`src/rtl/bcp_pkg.sv`:
```
// rtl/bcp_pkg.sv - shared types and widths for the BCP engine
package bcp_pkg;
    localparam int MAX_VARS_BITS    = 6;
    localparam int MAX_CLAUSES_BITS = 6;
    localparam int LIT_W            = MAX_VARS_BITS + 1;

    localparam logic [MAX_VARS_BITS-1:0] NULL_VAR = '0;
    localparam logic TYPE_DECIDED = 1'b0;
    localparam logic TYPE_IMPLIED = 1'b1;

    typedef struct packed {
        logic                     pol;
        logic [MAX_VARS_BITS-1:0] var_id;
    } literal_t;

    typedef enum logic [2:0] {
        S_IDLE,
        S_FETCH,
        S_LOAD,
        S_SCAN,
        S_EMIT,
        S_CONFLICT
    } bcp_state_e;
endpackage

```
`src/rtl/bcp_if.sv`:
```
// rtl/bcp_if.sv - clause stream, memory lookups, implication push and status of the BCP engine
interface bcp_if
    import bcp_pkg::*;
#(
    parameter int MAX_LITS = 4
) ();
    logic                          clause_valid;
    logic [MAX_CLAUSES_BITS-1:0]   clause_idx;
    logic                          clause_ready;
    logic                          clause_rd_en;
    logic [MAX_CLAUSES_BITS-1:0]   clause_rd_addr;
    logic [MAX_LITS*LIT_W-1:0]     clause_rd_data;
    logic                          vs_rd_en;
    logic [MAX_VARS_BITS-1:0]      vs_rd_var;
    logic                          vs_rd_val;
    logic                          vs_rd_unassign;
    logic                          full_imply;
    logic                          push_imply;
    logic [MAX_VARS_BITS-1:0]      var_in_imply;
    logic                          val_in_imply;
    logic                          type_in_imply;
    logic                          bcp_busy;
    logic                          conflict;
    logic [MAX_CLAUSES_BITS-1:0]   conflict_clause;
    logic                          overflow;

    modport slave (
        input  clause_valid, clause_idx, clause_rd_data, vs_rd_val, vs_rd_unassign, full_imply,
        output clause_ready, clause_rd_en, clause_rd_addr, vs_rd_en, vs_rd_var,
               push_imply, var_in_imply, val_in_imply, type_in_imply,
               bcp_busy, conflict, conflict_clause, overflow
    );

    modport master (
        output clause_valid, clause_idx, clause_rd_data, vs_rd_val, vs_rd_unassign, full_imply,
        input  clause_ready, clause_rd_en, clause_rd_addr, vs_rd_en, vs_rd_var,
               push_imply, var_in_imply, val_in_imply, type_in_imply,
               bcp_busy, conflict, conflict_clause, overflow
    );
endinterface

```
`src/rtl/bcp_clause_fifo.sv`:
```
// rtl/bcp_clause_fifo.sv - synchronous clause-index FIFO; pushes while full are dropped and flagged
module bcp_clause_fifo #(
    parameter int DEPTH = 8,
    parameter int W     = 6
) (
    input  logic         clock,
    input  logic         reset,
    input  logic         flush,
    input  logic         clr_ovf,
    input  logic         push,
    input  logic         pop,
    input  logic [W-1:0] din,
    output logic [W-1:0] dout,
    output logic         full,
    output logic         empty,
    output logic         overflow
);
    localparam int AW = $clog2(DEPTH);

    logic [W-1:0]  r_mem [DEPTH];
    logic [AW-1:0] r_wr_ptr, r_rd_ptr;
    logic [AW:0]   r_count;
    logic          r_overflow;
    logic          w_do_push, w_do_pop;

    assign full      = (r_count == (AW+1)'(DEPTH));
    assign empty     = (r_count == '0);
    assign w_do_push = push && !full;
    assign w_do_pop  = pop && !empty;
    assign dout      = r_mem[r_rd_ptr];
    assign overflow  = r_overflow;

    always_ff @(posedge clock) begin
        if (w_do_push && !flush) r_mem[r_wr_ptr] <= din;
    end

    // Power-of-two depth lets the pointers wrap by plain overflow.
    always_ff @(posedge clock or negedge reset) begin
        if (!reset) begin
            r_wr_ptr   <= '0;
            r_rd_ptr   <= '0;
            r_count    <= '0;
            r_overflow <= 1'b0;
        end else begin
            if (flush) begin
                r_wr_ptr <= '0;
                r_rd_ptr <= '0;
                r_count  <= '0;
            end else begin
                if (w_do_push) r_wr_ptr <= r_wr_ptr + 1'b1;
                if (w_do_pop)  r_rd_ptr <= r_rd_ptr + 1'b1;
                r_count <= r_count + (AW+1)'(w_do_push) - (AW+1)'(w_do_pop);
            end
            if (clr_ovf)           r_overflow <= 1'b0;
            else if (push && full) r_overflow <= 1'b1;
        end
    end
endmodule

```
`src/rtl/bcp_engine.sv`:
```
// rtl/bcp_engine.sv - clause evaluation and unit implication engine; BCP_EARLY_EXIT_EN stops the scan at the first true literal
module bcp_engine
    import bcp_pkg::*;
#(
    parameter int MAX_LITS   = 4,
    parameter int FIFO_DEPTH = 8
) (
    input  logic   clock,
    input  logic   reset,
    input  logic   reset_bcp,
    bcp_if.slave   bus
);
    localparam int             SW        = $clog2(MAX_LITS + 1);
    localparam logic [SW-1:0]  LAST_SLOT = SW'(MAX_LITS);

    bcp_state_e                  r_state, w_next;
    literal_t                    r_lits [MAX_LITS];
    literal_t                    r_pend_lit, r_last, w_cur_lit, w_last;
    logic [MAX_CLAUSES_BITS-1:0] r_cur_idx, r_conf_idx;
    logic [SW-1:0]               r_slot;
    logic                        r_pend_valid, r_sat, r_conflict;
    logic [1:0]                  r_cnt, w_cnt;
    logic                        w_true, w_unas, w_sat, w_stop_early, w_vs_rd_en;
    logic                        w_fifo_push, w_fifo_pop, w_fifo_full, w_fifo_empty, w_fifo_ovf;
    logic [MAX_CLAUSES_BITS-1:0] w_fifo_dout;

    assign w_fifo_push = bus.clause_valid && !reset_bcp && (r_state != S_CONFLICT);
    assign w_fifo_pop  = (r_state == S_IDLE) && !w_fifo_empty && !reset_bcp;

    bcp_clause_fifo #(.DEPTH(FIFO_DEPTH), .W(MAX_CLAUSES_BITS)) u_fifo (
        .clock    (clock),
        .reset    (reset),
        .flush    (reset_bcp || (r_state == S_CONFLICT)),
        .clr_ovf  (reset_bcp),
        .push     (w_fifo_push),
        .pop      (w_fifo_pop),
        .din      (bus.clause_idx),
        .dout     (w_fifo_dout),
        .full     (w_fifo_full),
        .empty    (w_fifo_empty),
        .overflow (w_fifo_ovf)
    );

    always_comb begin
        w_cur_lit = '0;
        for (int k = 0; k < MAX_LITS; k++) begin
            if (r_slot == SW'(k)) w_cur_lit = r_lits[k];
        end
    end

    // Lookup issued last cycle is evaluated here while the next slot's lookup goes out.
    assign w_true = r_pend_valid && !bus.vs_rd_unassign && (bus.vs_rd_val == r_pend_lit.pol);
    assign w_unas = r_pend_valid && bus.vs_rd_unassign;
    assign w_sat  = r_sat || w_true;
    assign w_cnt  = (w_unas && (r_cnt != 2'd2)) ? r_cnt + 2'd1 : r_cnt;
    assign w_last = w_unas ? r_pend_lit : r_last;

`ifdef BCP_EARLY_EXIT_EN
    assign w_stop_early = (r_state == S_SCAN) && w_true;
`else
    assign w_stop_early = 1'b0;
`endif

    assign w_vs_rd_en = (r_state == S_SCAN) && (r_slot != LAST_SLOT) &&
                        (w_cur_lit.var_id != NULL_VAR) && !w_stop_early && !reset_bcp;

    always_comb begin
        w_next = r_state;
        case (r_state)
            S_IDLE:  if (!w_fifo_empty) w_next = S_FETCH;
            S_FETCH: w_next = S_LOAD;
            S_LOAD:  w_next = S_SCAN;
            S_SCAN: begin
                if (w_stop_early) begin
                    w_next = S_IDLE;
                end else if (r_slot == LAST_SLOT) begin
                    if (w_sat)                w_next = S_IDLE;
                    else if (w_cnt == 2'd0)   w_next = S_CONFLICT;
                    else if (w_cnt == 2'd1)   w_next = S_EMIT;
                    else                      w_next = S_IDLE;
                end
            end
            S_EMIT:     if (!bus.full_imply) w_next = S_IDLE;
            S_CONFLICT: w_next = S_CONFLICT;
            default:    w_next = S_IDLE;
        endcase
        if (reset_bcp) w_next = S_IDLE;
    end

    always_ff @(posedge clock or negedge reset) begin
        if (!reset) r_state <= S_IDLE;
        else        r_state <= w_next;
    end

    always_ff @(posedge clock or negedge reset) begin
        if (!reset) begin
            for (int k = 0; k < MAX_LITS; k++) r_lits[k] <= '0;
            r_pend_lit   <= '0;
            r_last       <= '0;
            r_cur_idx    <= '0;
            r_conf_idx   <= '0;
            r_slot       <= '0;
            r_pend_valid <= 1'b0;
            r_sat        <= 1'b0;
            r_cnt        <= '0;
            r_conflict   <= 1'b0;
        end else if (reset_bcp) begin
            r_pend_valid <= 1'b0;
            r_conflict   <= 1'b0;
            r_conf_idx   <= '0;
        end else begin
            case (r_state)
                S_IDLE: if (w_fifo_pop) r_cur_idx <= w_fifo_dout;
                S_FETCH: begin
                    for (int k = 0; k < MAX_LITS; k++)
                        r_lits[k] <= literal_t'(bus.clause_rd_data[k*LIT_W +: LIT_W]);
                end
                S_LOAD: begin
                    r_slot       <= '0;
                    r_pend_valid <= 1'b0;
                    r_sat        <= 1'b0;
                    r_cnt        <= '0;
                    r_last       <= '0;
                end
                S_SCAN: begin
                    r_slot       <= r_slot + 1'b1;
                    r_pend_valid <= w_vs_rd_en;
                    r_pend_lit   <= w_cur_lit;
                    r_sat        <= w_sat;
                    r_cnt        <= w_cnt;
                    r_last       <= w_last;
                    if (w_next == S_CONFLICT) begin
                        r_conflict <= 1'b1;
                        r_conf_idx <= r_cur_idx;
                    end
                end
                default: ;
            endcase
        end
    end

    assign bus.clause_ready    = !w_fifo_full;
    assign bus.clause_rd_en    = w_fifo_pop;
    assign bus.clause_rd_addr  = w_fifo_pop ? w_fifo_dout : '0;
    assign bus.vs_rd_en        = w_vs_rd_en;
    assign bus.vs_rd_var       = w_vs_rd_en ? w_cur_lit.var_id : '0;
    assign bus.push_imply      = (r_state == S_EMIT) && !bus.full_imply && !reset_bcp;
    assign bus.var_in_imply    = (r_state == S_EMIT) ? r_last.var_id : '0;
    assign bus.val_in_imply    = (r_state == S_EMIT) ? r_last.pol : 1'b0;
    assign bus.type_in_imply   = (r_state == S_EMIT) ? TYPE_IMPLIED : TYPE_DECIDED;
    assign bus.bcp_busy        = (r_state != S_CONFLICT) &&
                                 (bus.clause_valid || !w_fifo_empty || (r_state != S_IDLE));
    assign bus.conflict        = r_conflict;
    assign bus.conflict_clause = r_conf_idx;
    assign bus.overflow        = w_fifo_ovf;
endmodule

```
`src/flat_wrapper.sv`:
```
// flat-port wrapper written by rule: the top's interface ports become plain ports
module bcp_engine_flat import bcp_pkg::*;
#(
    parameter int MAX_LITS   = 4,
    parameter int FIFO_DEPTH = 8
)
  (clock, reset, reset_bcp, bus_clause_valid, bus_clause_idx, bus_clause_rd_data, bus_vs_rd_val, bus_vs_rd_unassign, bus_full_imply, bus_clause_ready, bus_clause_rd_en, bus_clause_rd_addr, bus_vs_rd_en, bus_vs_rd_var, bus_push_imply, bus_var_in_imply, bus_val_in_imply, bus_type_in_imply, bus_bcp_busy, bus_conflict, bus_conflict_clause, bus_overflow);
  bcp_if #(.MAX_LITS(MAX_LITS)) bus_i ();
  input  logic clock;
  input  logic reset;
  input  logic reset_bcp;
  input wire logic [$bits(bus_i.clause_valid)-1:0] bus_clause_valid;
  input wire logic [$bits(bus_i.clause_idx)-1:0] bus_clause_idx;
  input wire logic [$bits(bus_i.clause_rd_data)-1:0] bus_clause_rd_data;
  input wire logic [$bits(bus_i.vs_rd_val)-1:0] bus_vs_rd_val;
  input wire logic [$bits(bus_i.vs_rd_unassign)-1:0] bus_vs_rd_unassign;
  input wire logic [$bits(bus_i.full_imply)-1:0] bus_full_imply;
  output wire logic [$bits(bus_i.clause_ready)-1:0] bus_clause_ready;
  output wire logic [$bits(bus_i.clause_rd_en)-1:0] bus_clause_rd_en;
  output wire logic [$bits(bus_i.clause_rd_addr)-1:0] bus_clause_rd_addr;
  output wire logic [$bits(bus_i.vs_rd_en)-1:0] bus_vs_rd_en;
  output wire logic [$bits(bus_i.vs_rd_var)-1:0] bus_vs_rd_var;
  output wire logic [$bits(bus_i.push_imply)-1:0] bus_push_imply;
  output wire logic [$bits(bus_i.var_in_imply)-1:0] bus_var_in_imply;
  output wire logic [$bits(bus_i.val_in_imply)-1:0] bus_val_in_imply;
  output wire logic [$bits(bus_i.type_in_imply)-1:0] bus_type_in_imply;
  output wire logic [$bits(bus_i.bcp_busy)-1:0] bus_bcp_busy;
  output wire logic [$bits(bus_i.conflict)-1:0] bus_conflict;
  output wire logic [$bits(bus_i.conflict_clause)-1:0] bus_conflict_clause;
  output wire logic [$bits(bus_i.overflow)-1:0] bus_overflow;
  assign bus_i.clause_valid = bus_clause_valid;
  assign bus_i.clause_idx = bus_clause_idx;
  assign bus_i.clause_rd_data = bus_clause_rd_data;
  assign bus_i.vs_rd_val = bus_vs_rd_val;
  assign bus_i.vs_rd_unassign = bus_vs_rd_unassign;
  assign bus_i.full_imply = bus_full_imply;
  assign bus_clause_ready = bus_i.clause_ready;
  assign bus_clause_rd_en = bus_i.clause_rd_en;
  assign bus_clause_rd_addr = bus_i.clause_rd_addr;
  assign bus_vs_rd_en = bus_i.vs_rd_en;
  assign bus_vs_rd_var = bus_i.vs_rd_var;
  assign bus_push_imply = bus_i.push_imply;
  assign bus_var_in_imply = bus_i.var_in_imply;
  assign bus_val_in_imply = bus_i.val_in_imply;
  assign bus_type_in_imply = bus_i.type_in_imply;
  assign bus_bcp_busy = bus_i.bcp_busy;
  assign bus_conflict = bus_i.conflict;
  assign bus_conflict_clause = bus_i.conflict_clause;
  assign bus_overflow = bus_i.overflow;
  bcp_engine #(.MAX_LITS(MAX_LITS), .FIFO_DEPTH(FIFO_DEPTH)) u_core (.clock(clock), .reset(reset), .reset_bcp(reset_bcp), .bus(bus_i));
endmodule
```
`config.mk`:
```
export PLATFORM = sky130hd
export DESIGN_NAME = bcp_engine_flat
export DESIGN_NICKNAME = d
export VERILOG_FILES = /design/src/rtl/bcp_pkg.sv /design/src/rtl/bcp_if.sv /design/src/rtl/bcp_clause_fifo.sv /design/src/rtl/bcp_engine.sv /design/src/flat_wrapper.sv
export SDC_FILE = /design/constraint.sdc
export NUM_CORES = 1
export LEC_CHECK = 0
export ABC_AREA = 1
export ABC_CLOCK_PERIOD_IN_PS = 3800
export CAP_MARGIN = 15
export CORE_MARGIN = 10
export CORE_UTILIZATION = 35
export DETAILED_ROUTE_END_ITERATION = 8
export GPL_TIMING_DRIVEN = 0
export PLACE_DENSITY_LB_ADDON = 0.05
export SLEW_MARGIN = 30
export SYNTH_ARGS = -nofsm -noshare
export SYNTH_HDL_FRONTEND = slang
export SYNTH_HIERARCHICAL = 1
export SYNTH_SLANG_ARGS = --single-unit
```
`constraint.sdc`:
```
create_clock -name clock -period 3.8 [get_ports clock]
set_input_delay 1.14 -clock clock [delete_from_list [all_inputs] [get_ports clock]]
set_output_delay 1.14 -clock clock [all_outputs]
set_load 0.01 [all_outputs]
```
After elaboration in Yosys (flattened, before gate mapping). Memories as Yosys holds them, arrays and structs flattened. Index checks and enable logic that the tools add are counted.

Register bits after elaboration: 76. Latch bits: 0. Bits in writable memories: 48. ROM bits: 0. Input bits: 41. Output and inout bits: 33. Word-level logic and storage cells: 136. Memories kept: 1.

Memory list: u_core.u_fifo.r_mem (depth 8, bits a word 6, rd ports 1, clocked after Yosys merged registers in 0, wr ports 1, line bcp_clause_fifo.sv:20) `logic [W-1:0] r_mem [DEPTH];`.

$add $sub $neg: 6. Multiply operators: 0. Div/mod/pow operators: 0. Order comparisons: 0. Eq/ne operators: 17. Shift operators: 0. Muxes and demuxes: 40. Bitwise logic cells: 1. Reductions and logical operators: 47.

Operators with widths (number): $mux W6 (6); $mux W7 (5); $mux W3 (11); $logic_and A1 B1 Y1 (18); $pmux W3 S6 (1); $pmux W7 S2 (1); $eq A3 B2 Y1 const B (4); $eq A3 B3 Y1 const B (4); $reduce_bool A2 Y1 (6); $mux W1 (10); $add A3 B1 Y3 const B (3); $reduce_and A2 Y1 (4); $eq A3 B1 Y1 const B (2); $logic_not A1 Y1 (6); $logic_not A3 Y1 (2); $ne A3 B3 Y1 const B (2); $pmux W3 S2 (1); $reduce_and A3 Y1 (2); $reduce_bool A3 Y1 (2); $reduce_bool A6 Y1 (1); $add A4 B1 Y4 (1); $eq A4 B4 Y1 const B (1); $logic_not A4 Y1 (1); $logic_or A1 B1 Y1 (4); other kinds (12) (13).

Depth between registers and ports, before layout. Gate-level depths: netlist of the first run.

Depth in word-level cells: 14. Mapped depth: 18. Mapped depth without buffers: 17.

By module. The synthesis of the first run kept the hierarchy.

Modules (own cells, without submodules): bcp_engine (times used 1, cells an instance 361, area each 3230.6 sq um, sequential area each 1626.6 sq um); bcp_clause_fifo (times used 1, cells an instance 304, area each 2852.7 sq um, sequential area each 1716.6 sq um).

Worst setup path after synthesis of the first run. No wires, ideal clock.

Kind: input to register. Start: input port reset_bcp. End: register u_core.u_fifo.r_count[2]. Setup time: 119 ps. Arrival: 3405 ps. Data required time: 3681 ps. Setup slack: 276 ps. Cell stages on the path: 14. Buffers on the path: 3. Cells stage by stage: buf_2 > inv_1 > buf_2 > nand2_1 > clkbuf_1 > inv_1 > nand2_1 > inv_1 > ha_1 > inv_1 > ha_1 > fa_1 > xnor2_1 > nor2_1.

Elaborated cells on any way between the ends: 10. Classes of those cells: add/sub (2); mux (1); reduce/logical (7).

RTL lines: from (decl) (line flat_wrapper.sv:11) `input logic reset_bcp;`; $logic_not A1 Y1 (line bcp_engine.sv:28) `assign w_fifo_pop = (r_state == S_IDLE) && !w_fifo_empty && !reset_bcp;`; $logic_and A1 B1 Y1 (line bcp_engine.sv:28); via bus_clause_rd_en (line flat_wrapper.sv:19) `output wire logic [$bits(bus_i.clause_rd_en)-1:0] bus_clause_rd_en;`; $logic_and A1 B1 Y1 (line bcp_clause_fifo.sv:29) `assign w_do_pop = pop && !empty;`; $sub A4 B1 Y4 (line bcp_clause_fifo.sv:52) `r_count <= r_count + (AW+1)'(w_do_push) - (AW+1)'(w_do_pop);`; $mux W4 (line bcp_clause_fifo.sv:45) `if (flush) begin`; to (signal assigned) (line bcp_clause_fifo.sv:52); to (decl) (line bcp_clause_fifo.sv:22) `logic [AW:0] r_count;`.

The timed path passes the listed nets, and every way through them passes these cells. A chain may end at the register's enable or synchronous reset.

Worst setup path after layout of the first run.
Start: input port reset_bcp. End: output port bus_vs_rd_en.

Longest elaborated chain between the ends: 2.

RTL lines: $logic_not A1 Y1 (line bcp_engine.sv:65) `(w_cur_lit.var_id != NULL_VAR) && !w_stop_early && !reset_bcp;`; $logic_and A1 B1 Y1 (line bcp_engine.sv:65); to (decl) (line flat_wrapper.sv:21) `output wire logic [$bits(bus_i.vs_rd_en)-1:0] bus_vs_rd_en;`.

No other way between the ends.

==> run metrics, run 1 <==
Synthesis Warnings=6; Area Overhead vs Synth=27.60%; Avg Synthesized Cell Area=9.148 um^2; maximum capacitance violations=0; worst-case setup margin in the final layout=0.08847 ns; Core Footprint=17,180 um^2; number of buffers created by CTS=17; most used standard cell by instance count after synthesis=nand2_1; crit path cell chain=clkdlybuf4s50_1, buf_6, inv_1, buf_6, nand2_1, inv_1, nand2_4, inv_1, dlygate4sd2_1; antenna violations before repair=0; launching element type of the critical path=input port; number of setup violations in the final report=0; final antenna diode count=0; Core Rows=48; maximum number of buffers from clock root to sink=2; GR Util All Layers=13.01%; most area-hungry cell type in the Yosys netlist=dfrtp_1; max-slew headroom at the worst pin=57.00%; clock skew after layout=0.01052 ns; global-route wire length before repair=24,510 um; maximum clock rate=0.2694 GHz; TritonCTS sink count=124; Max Slew Vio Count=0; worst endpoint required time=2.66 ns; first-pass iteration count of the detailed router=4; VDD IR-drop max=0.3254 mV; post-synthesis sequential area ratio=54.96%; global route overflow=0; starting density of the core=35.42%; clock-pin slew of the registers on the worst-case setup and hold paths=0.05 ns; post-synthesis instance area=6083 um^2; later-pin clock latency in the skew report=0.41 ns; delay contributed by the slowest stage of the critical path=0.50 ns; fraction of layout instances using a drive strength above 1=15.27%; IO buf count=73; predominant post-synthesis flop cell=dfrtp_1; Horiz. Die Dim=151.8 um; library cells used by synthesis=33; part of the cycle the worst path needs=97.67%; global placer's final weighted congestion=0.7835; nets@finish=816; number of nets still failing antenna checks after routing=0; clock tree from TritonCTS=built; sum of net half-perimeters after detailed placement=10,930 um; top cells by area in the synthesized netlist=dfrtp_1, edfxtp_1, nand2_1, inv_1, mux2_2; worst path arrival time=2.57 ns; pin count of the biggest net entering global routing=56; CP top delay family=buffers and inverters; final std cell area, no fill=7762 um^2; highest fanout seen on the critical path=9; number of global-route vias before repair=4,619; placement-stage worst setup slack=-0.8166 ns; number of I/O pins=74; clock root buffer=clkbuf_16; time the worst path needs with I/O delays and setup=3.712 ns; routed len/inst=14.75 um; post-synth net total=721; Die ar.=23,050 um^2; Fin Hold WS=0.4818 ns; number of levels the H-tree was split into=4; hold crit path type=flip-flop to flip-flop; area fraction of the dominant cell type after synthesis=31.26%; utilization after layout=45.19%; number of synthesized flops with an enable pin=48; measured slew at the worst slew-check pin=0.6426 ns; Commonest cells post-synth=nand2_1, inv_1, dfrtp_1, nand3_1, edfxtp_1; number of vias after detailed routing=4,548; count of routing violations after the opening detailed-route iteration=246; Remaining DRCs=0; endpoint class of the critical path=output port; Pwr Density=660.5 nW/um^2; post-placement cell area=7134 um^2; drt total wl=14,720 um; CP dominant cell by count=inv_1; run status=finished, final reports clean; proportion of register bits with asynchronous set or reset after synthesis=61.29%; count of buffering cells on the critical path with inverters included=7; Vias/cell=4.557; post-synthesis cell count=665; register-to-register setup slack=1.09 ns; die boundary height=151.8 um; static leakage power=3.653 nW; final count of hold timing violations=0; number of flip-flops and latches in the synthesized netlist=124; Worst Path Class, Setup=input port to output port; cell type of the slowest stage on the worst timing path=clkdlybuf4s50_1
==> stage by stage <==
stage | total power [mW] | setup TNS (ns) | std cells
after global routing | 5.539 | -0.01851 | 998
after floorplan | 3.013 | 0 | 665
final | 5.127 | 0 | 998
after CTS | 5.116 | 0 | 995
after global placement | 3.519 | -105.05 | 963
after detailed placement | 3.563 | -10.21 | 964
==> where the power goes <==
part | total (mW) | internal [mW] | switching [mW]
Sequential | 1.86 | 1.71 | 0.157
Clock | 1.52 | 0.950 | 0.568
Combinational | 1.75 | 0.669 | 1.08
==> metal layers <==
metal,up-vias,GRT usage (%),part of all wire (%)
met3,9,3.556,4.7
met5,-,0,0
met1,2145,16.89,48
li1,2317,-,-
met2,77,20.36,47
met4,0,4.539,0.79
==> worst paths after layout <==
check / start / endpoint / cells after the start
max in group asynchronous: reset / u_core/u_fifo/r_wr_ptr[1]$_DFFE_PN0P_ / 2
min in group asynchronous: reset / u_core/bus.conflict_clause[2]$_DFFE_PN0P_ / 1
hold / removal: u_core/r_cur_idx[2]$_DFFE_PN0P_ / u_core/r_cur_idx[2]$_DFFE_PN0P_ / 2
setup / recovery: reset_bcp / bus_vs_rd_en / 9
hold reg to reg: u_core/r_cur_idx[2]$_DFFE_PN0P_ / u_core/r_cur_idx[2]$_DFFE_PN0P_ / 2
setup reg to reg: u_core/u_fifo/r_count[2]$_DFF_PN0_ / u_core/u_fifo/r_count[2]$_DFF_PN0_ / 15
==> layout make-up <==
cell class              instances  area [um^2]
repair buffers                 77        760.7
well taps                     225        281.5
clock buffers                  18        429.2
inverters                     133        504.2
clock inverters                14        128.9
flip-flops and latches        124         3343
plain buffers                  18        127.6
fillers                      1684         9414
multi-input cells             389         2187
==> worst reg2reg max path: cells and delay by family (launching register included) <==
family / cells / cell delay (ns)
adders and majority gates: 4 / 1.00
and+or+nand+nor: 5 / 0.63
buffers and inverters: 5 / 0.45
DFF: 1 / 0.35
xor gates and xnor gates: 1 / 0.16
==> flip-flops by register name, summed over array words and instances, names as in the netlist, 4 cells and up <==
signal and count:
u_core/bus.conflict_clause 6, u_core/r_cur_idx 6, u_core/r_last 7, u_core/r_lits 28
u_core/r_pend_lit 7, u_core/u_fifo/r_count 4, u_core/u_fifo/r_mem 48
==> logic make-up (layout without fill, tap and decap cells) <==
logic type	after synthesis	in the layout	share of synthesized area, %
mux	26	26	4.813
simple gates	302	302	21.97
buf+inv	152	260	10.20
compound gates	45	45	4.710
xor+xnor	1	1	0.1440
flops	124	124	54.96
fa+ha+maj	15	15	3.209
==> timing repair <==
action,CTS,global route
pin swaps,0,2
setup buffers,0,3
resized for setup,31,20
hold buffers,0,0
setup endpoints to repair,16,10
==> placed cells by master, fill, tap and decap left out, types with 17 or more instances in the layout <==
master	netlist	layout
inv_1	130	126
o21ai_0	20	18
clkbuf_16	0	17
nor2_1	47	42
edfxtp_1	48	48
clkdlybuf4s50_1	0	58
nand2_1	164	160
mux2_2	26	26
nand3_1	56	55
dfrtp_1	76	76
No activity file was read; power rests on OpenSTA's default activity.
==> inputs of run 2 (changes only) <==
Settings changed: MAX_ROUTING_LAYER from default to met4.
==> run metrics, run 2 (synthesis gave the netlist of run 1 again) <==
run status=finished, final reports clean; Die ar.=23,050 um^2; routed len/inst=14.79 um; count of routing violations after the opening detailed-route iteration=239; VDD IR-drop max=0.3238 mV; time the worst path needs with I/O delays and setup=3.712 ns; total negative slack=0 ns; number of vias after detailed routing=4,573; Largest register FFs=48; endpoint class of the critical path=output port; global-route wire length before repair=24,490 um; post-placement cell area=7134 um^2; first-pass iteration count of the detailed router=4; Max Slew Vio Count=0; TritonCTS sink count=124; sum of net half-perimeters after detailed placement=10,930 um; worst endpoint required time=2.66 ns; number of nets still failing antenna checks after routing=0; Reg with most FFs=u_core/u_fifo/r_mem; drt total wl=14,760 um; Horiz. Die Dim=151.8 um; clock root buffer=clkbuf_16; highest fanout seen on the critical path=9; clock skew after layout=0.009393 ns; Worst Path Class, Setup=input port to output port; GR Util All Layers=13.37%; max-slew headroom at the worst pin=56.27%; maximum clock rate=0.2694 GHz; worst path arrival time=2.57 ns; antenna violations before repair=0; number of buffers created by CTS=17; hold crit path type=flip-flop to flip-flop; final count of hold timing violations=0; CTS Hold Bufs=0; part of the cycle the worst path needs=97.68%; Core Footprint=17,180 um^2; overall power after layout=5.128 mW; static leakage power=3.653 nW; number of filler instances in the final layout=1,684; pin count of the biggest net entering global routing=56; commonest cells after routing, fill and taps aside=nand2_1, inv_1, dfrtp_1, clkdlybuf4s50_1, nand3_1; maximum number of buffers from clock root to sink=2; global route overflow=0; starting density of the core=35.42%; Fin Hold WS=0.4818 ns; number of setup violations in the final report=0; nets@finish=816; final antenna diode count=0; Remaining DRCs=0; fraction of layout instances using a drive strength above 1=15.27%; maximum capacitance violations=0; measured slew at the worst slew-check pin=0.6536 ns; Placed Instances=964; later-pin clock latency in the skew report=0.41 ns; Top Registers=u_core/u_fifo/r_mem x48, u_core/r_lits x28; number of global-route vias before repair=4,616; count of non-filler cells in the finished layout=998; Pwr Density=660.6 nW/um^2; clock tree from TritonCTS=built; global placer's final weighted congestion=0.7909; most common cell after layout, fill and taps aside=nand2_1; Core Rows=48; Vias/cell=4.582; IO buf count=73; Area Overhead vs Synth=27.60%; final std cell area, no fill=7762 um^2; die boundary height=151.8 um; launching element type of the critical path=input port; number of I/O pins=74; clock-pin slew of the registers on the worst-case setup and hold paths=0.05 ns; number of levels the H-tree was split into=4
## run 2: per-stage QoR
| step | utilization, % | setup WS, ns |
|---|---|---|
| floorplan | - | 0.2757 |
| global placement | 41.31 | -1.262 |
| detailed placement | 41.54 | -0.8166 |
| CTS | 44.89 | 0.00009659 |
| global route | 45.19 | -0.01806 |
| finish | 45.19 | 0.08834 |
## run 2: critical path: stages
cell             delay, ns
clkdlybuf4s50_1       0.50
buf_6                 0.16
inv_1                 0.07
buf_6                 0.13
nand2_1               0.07
inv_1                 0.07
nand2_4               0.11
inv_1                 0.05
dlygate4sd2_1         0.28
## run 2: worst paths after layout
kind | endpoint | cells after the start | slack, ns | from
max reg2reg | u_core/u_fifo/r_count[2]$_DFF_PN0_ | 15 | 1.09 | u_core/u_fifo/r_count[2]$_DFF_PN0_
min | u_core/r_cur_idx[2]$_DFFE_PN0P_ | 2 | 0.48 | u_core/r_cur_idx[2]$_DFFE_PN0P_
min reg2reg | u_core/r_cur_idx[2]$_DFFE_PN0P_ | 2 | 0.48 | u_core/r_cur_idx[2]$_DFFE_PN0P_
max in group asynchronous | u_core/r_slot[1]$_DFFE_PN0P_ | 2 | 2.68 | reset
min in group asynchronous | u_core/bus.conflict_clause[2]$_DFFE_PN0P_ | 1 | 0.57 | reset
max | bus_vs_rd_en | 9 | 0.09 | reset_bcp
## run 2: layer usage
metal	part of all wire [%]	global-route usage (%)	vias to the layer above
met4	0.93	4.677	0
li1	-	-	2320
met1	48	17.05	2162
met2	47	20.36	79
met3	4.2	3.189	12
met5	0	-	-
## run 2: cell type report
cell class	count	area [um^2]	area share, %
buffer	18	127.6	1.644
clock buffer	18	429.2	5.529
clock inverter	14	128.9	1.660
inverter	133	504.2	6.496
multi-input combinational	389	2187	28.18
sequential	124	3343	43.07
tap	225	281.5	3.627
timing repair buffer	77	760.7	9.800
## run 2: power breakdown
group / total, mW / internal (mW) / switching (mW)
Sequential: 1.86 / 1.71 / 0.156
Clock: 1.52 / 0.950 / 0.568
Combinational: 1.75 / 0.669 / 1.08
## run 2: timing repair
action,CTS,global route
endpoints found under the hold margin,0,0
pin swaps,0,2
buffers inserted,0,3
resized for setup,31,20
setup endpoints to repair,16,10
==> inputs of run 3 (changes only) <==
Settings changed: GPL_TIMING_DRIVEN 0 to default.
==> run metrics, run 3 (synthesis gave the netlist of run 1 again) <==
number of vias after detailed routing=4,606; clock-pin slew of the registers on the worst-case setup and hold paths=0.05 ns; global-route wire length before repair=24,290 um; delay contributed by the slowest stage of the critical path=0.55 ns; first-pass iteration count of the detailed router=5; final count of hold timing violations=0; die boundary height=151.8 um; sum of net half-perimeters after detailed placement=10,510 um; endpoint class of the critical path=output port; number of filler instances in the final layout=1,682; number of nets still failing antenna checks after routing=0; CP dominant cell by count=clkdlybuf4s50_1; Reg-to-Reg Start=u_core/u_fifo/r_count[2]$_DFF_PN0_; Placed Instances=968; Largest register FFs=48; area taken by flip-flops and latches=3343 um^2; pin count of the biggest net entering global routing=77; Pwr Density=652.5 nW/um^2; TritonCTS sink count=124; routed len/inst=14.55 um; measured slew at the worst slew-check pin=0.7195 ns; GR Util All Layers=13.29%; utilization after layout=45.03%; launching element type of the critical path=input port; starting density of the core=35.42%; Die ar.=23,050 um^2; maximum clock rate=0.2714 GHz; count of non-filler cells in the finished layout=1,000; VDD IR-drop max=0.3329 mV; run status=finished, final reports clean; cell count along the critical path=6; count of routing violations after the opening detailed-route iteration=223; unrepaired setup endpoints after global routing=no; maximum capacitance violations=0; area of the multi-input gates=2142 um^2; number of I/O pins=74; most common cell after layout, fill and taps aside=nand2_1; Remaining DRCs=0; IO buf count=73; maximum number of buffers from clock root to sink=2; static leakage power=3.763 nW; number of global-route vias before repair=4,607; clock tree from TritonCTS=built; time the worst path needs with I/O delays and setup=3.685 ns; worst endpoint required time=2.66 ns; drt total wl=14,550 um; global placer's final weighted congestion=0.8334; part of the cycle the worst path needs=96.98%; CP top delay family=buffers and inverters; commonest cells after routing, fill and taps aside=nand2_1, inv_1, dfrtp_1, clkdlybuf4s50_1, nand3_1; Worst Path Class, Setup=input port to output port; fraction of layout instances using a drive strength above 1=13.94%; highest fanout seen on the critical path=8; Fin Hold WS=0.4860 ns; worst path arrival time=2.55 ns; final antenna diode count=0; global route overflow=0; hold crit path type=flip-flop to flip-flop; Setup Buffers After CTS=0; crit path cell chain=clkdlybuf4s50_1, inv_1, buf_4, nand2_2, nor2_1, clkdlybuf4s50_1; cell type of the slowest stage on the worst timing path=clkdlybuf4s50_1; clock skew after layout=0.005215 ns; Vias/cell=4.606; max-slew headroom at the worst pin=52.03%; number of setup violations in the final report=0; Max Slew Vio Count=0; worst hold path depth=2; Top Registers=u_core/u_fifo/r_mem x48, u_core/r_lits x28; worst reg-to-reg path cell count=16; Core Rows=48; critical path launch point=reset_bcp; Horiz. Die Dim=151.8 um; number of buffers created by CTS=17; Reg with most FFs=u_core/u_fifo/r_mem; total negative slack=0 ns; Core Footprint=17,180 um^2; number of levels the H-tree was split into=4; nets@finish=818; Area Overhead vs Synth=27.15%; antenna violations before repair=0; later-pin clock latency in the skew report=0.41 ns; clock root buffer=clkbuf_16; count of buffering cells on the critical path with inverters included=4; hold wc startpoint=u_core/r_cur_idx[1]$_DFFE_PN0P_
## run 3: cell types whose count changed in the layout (fill, tap and decap cells not counted), sizes merged
cell,before,now
dlygate4sd2,8,6
buf,21,25
clkinv,8,7
clkdlybuf4s15,3,0
clkbuf,23,19
clkdlybuf4s50,58,59
bufinv,2,1
clkinvlp,4,2
dlymetal6s2s,0,6
inv,133,137
## run 3: report_power, final
group	internal, mW	switching (mW)
combinational	0.651	1.04
clock	0.898	0.592
sequential	1.71	0.157
total	3.26	1.79
## run 3: cell type report
| cell class | count | share of cell area, % |
|---|---|---|
| inverter | 133 | 6.519 |
| clock buffer | 18 | 5.548 |
| timing repair buffer | 97 | 11.82 |
| multi-input combinational | 389 | 27.69 |
| sequential | 124 | 43.22 |
| clock inverter | 14 | 1.553 |
| tap | 225 | 3.640 |
## run 3: path summary, 6_finish.rpt
kind                                                             end  slack [ns]
min in group asynchronous  u_core/bus.conflict_clause[0]$_DFFE_PN0P_        0.73
max reg2reg                       u_core/u_fifo/r_count[2]$_DFF_PN0_        0.98
min                                  u_core/r_cur_idx[1]$_DFFE_PN0P_        0.49
max in group asynchronous               u_core/r_slot[0]$_DFFE_PN0P_        2.53
max                                            bus_clause_rd_addr[2]        0.11
min reg2reg                          u_core/r_cur_idx[1]$_DFFE_PN0P_        0.49
## run 3: routing by layer
layer  track usage (%)  up-vias  share of wire, %
li1                  -     2318                 -
met1             17.18     2174                49
met2             19.94       98                45
met3             3.133       16               4.1
met4             4.768        0               1.3
met5                 -        -                 0
## run 3: timing repair
| action | in CTS | in global routing |
|---|---|---|
| endpoints found under the setup margin | 14 | 13 |
| hold buffers | 0 | 0 |
| gates resized for setup | 15 | 10 |
## run 3: tightest hold or removal path: cells and delay by family (launching register included)
| kind | cells | cell delay (ns) |
|---|---|---|
| AOI/OAI and AO/OA | 1 | 0.06 |
| and+or+nand+nor | 1 | 0.05 |
| DFF | 1 | 0.34 |
## run 3: through the flow
| step | instance area, um^2 | power [mW] | worst slack, ns |
|---|---|---|---|
| global placement | 7157 | 3.522 | 0.005932 |
| CTS | 7724 | 5.119 | 0.04991 |
| finish | 7735 | 5.047 | 0.1149 |
| detailed placement | 7161 | 3.563 | -0.04473 |
| floorplan | 6083 | 3.013 | 0.2757 |
| global route | 7735 | 5.451 | 0.005541 |
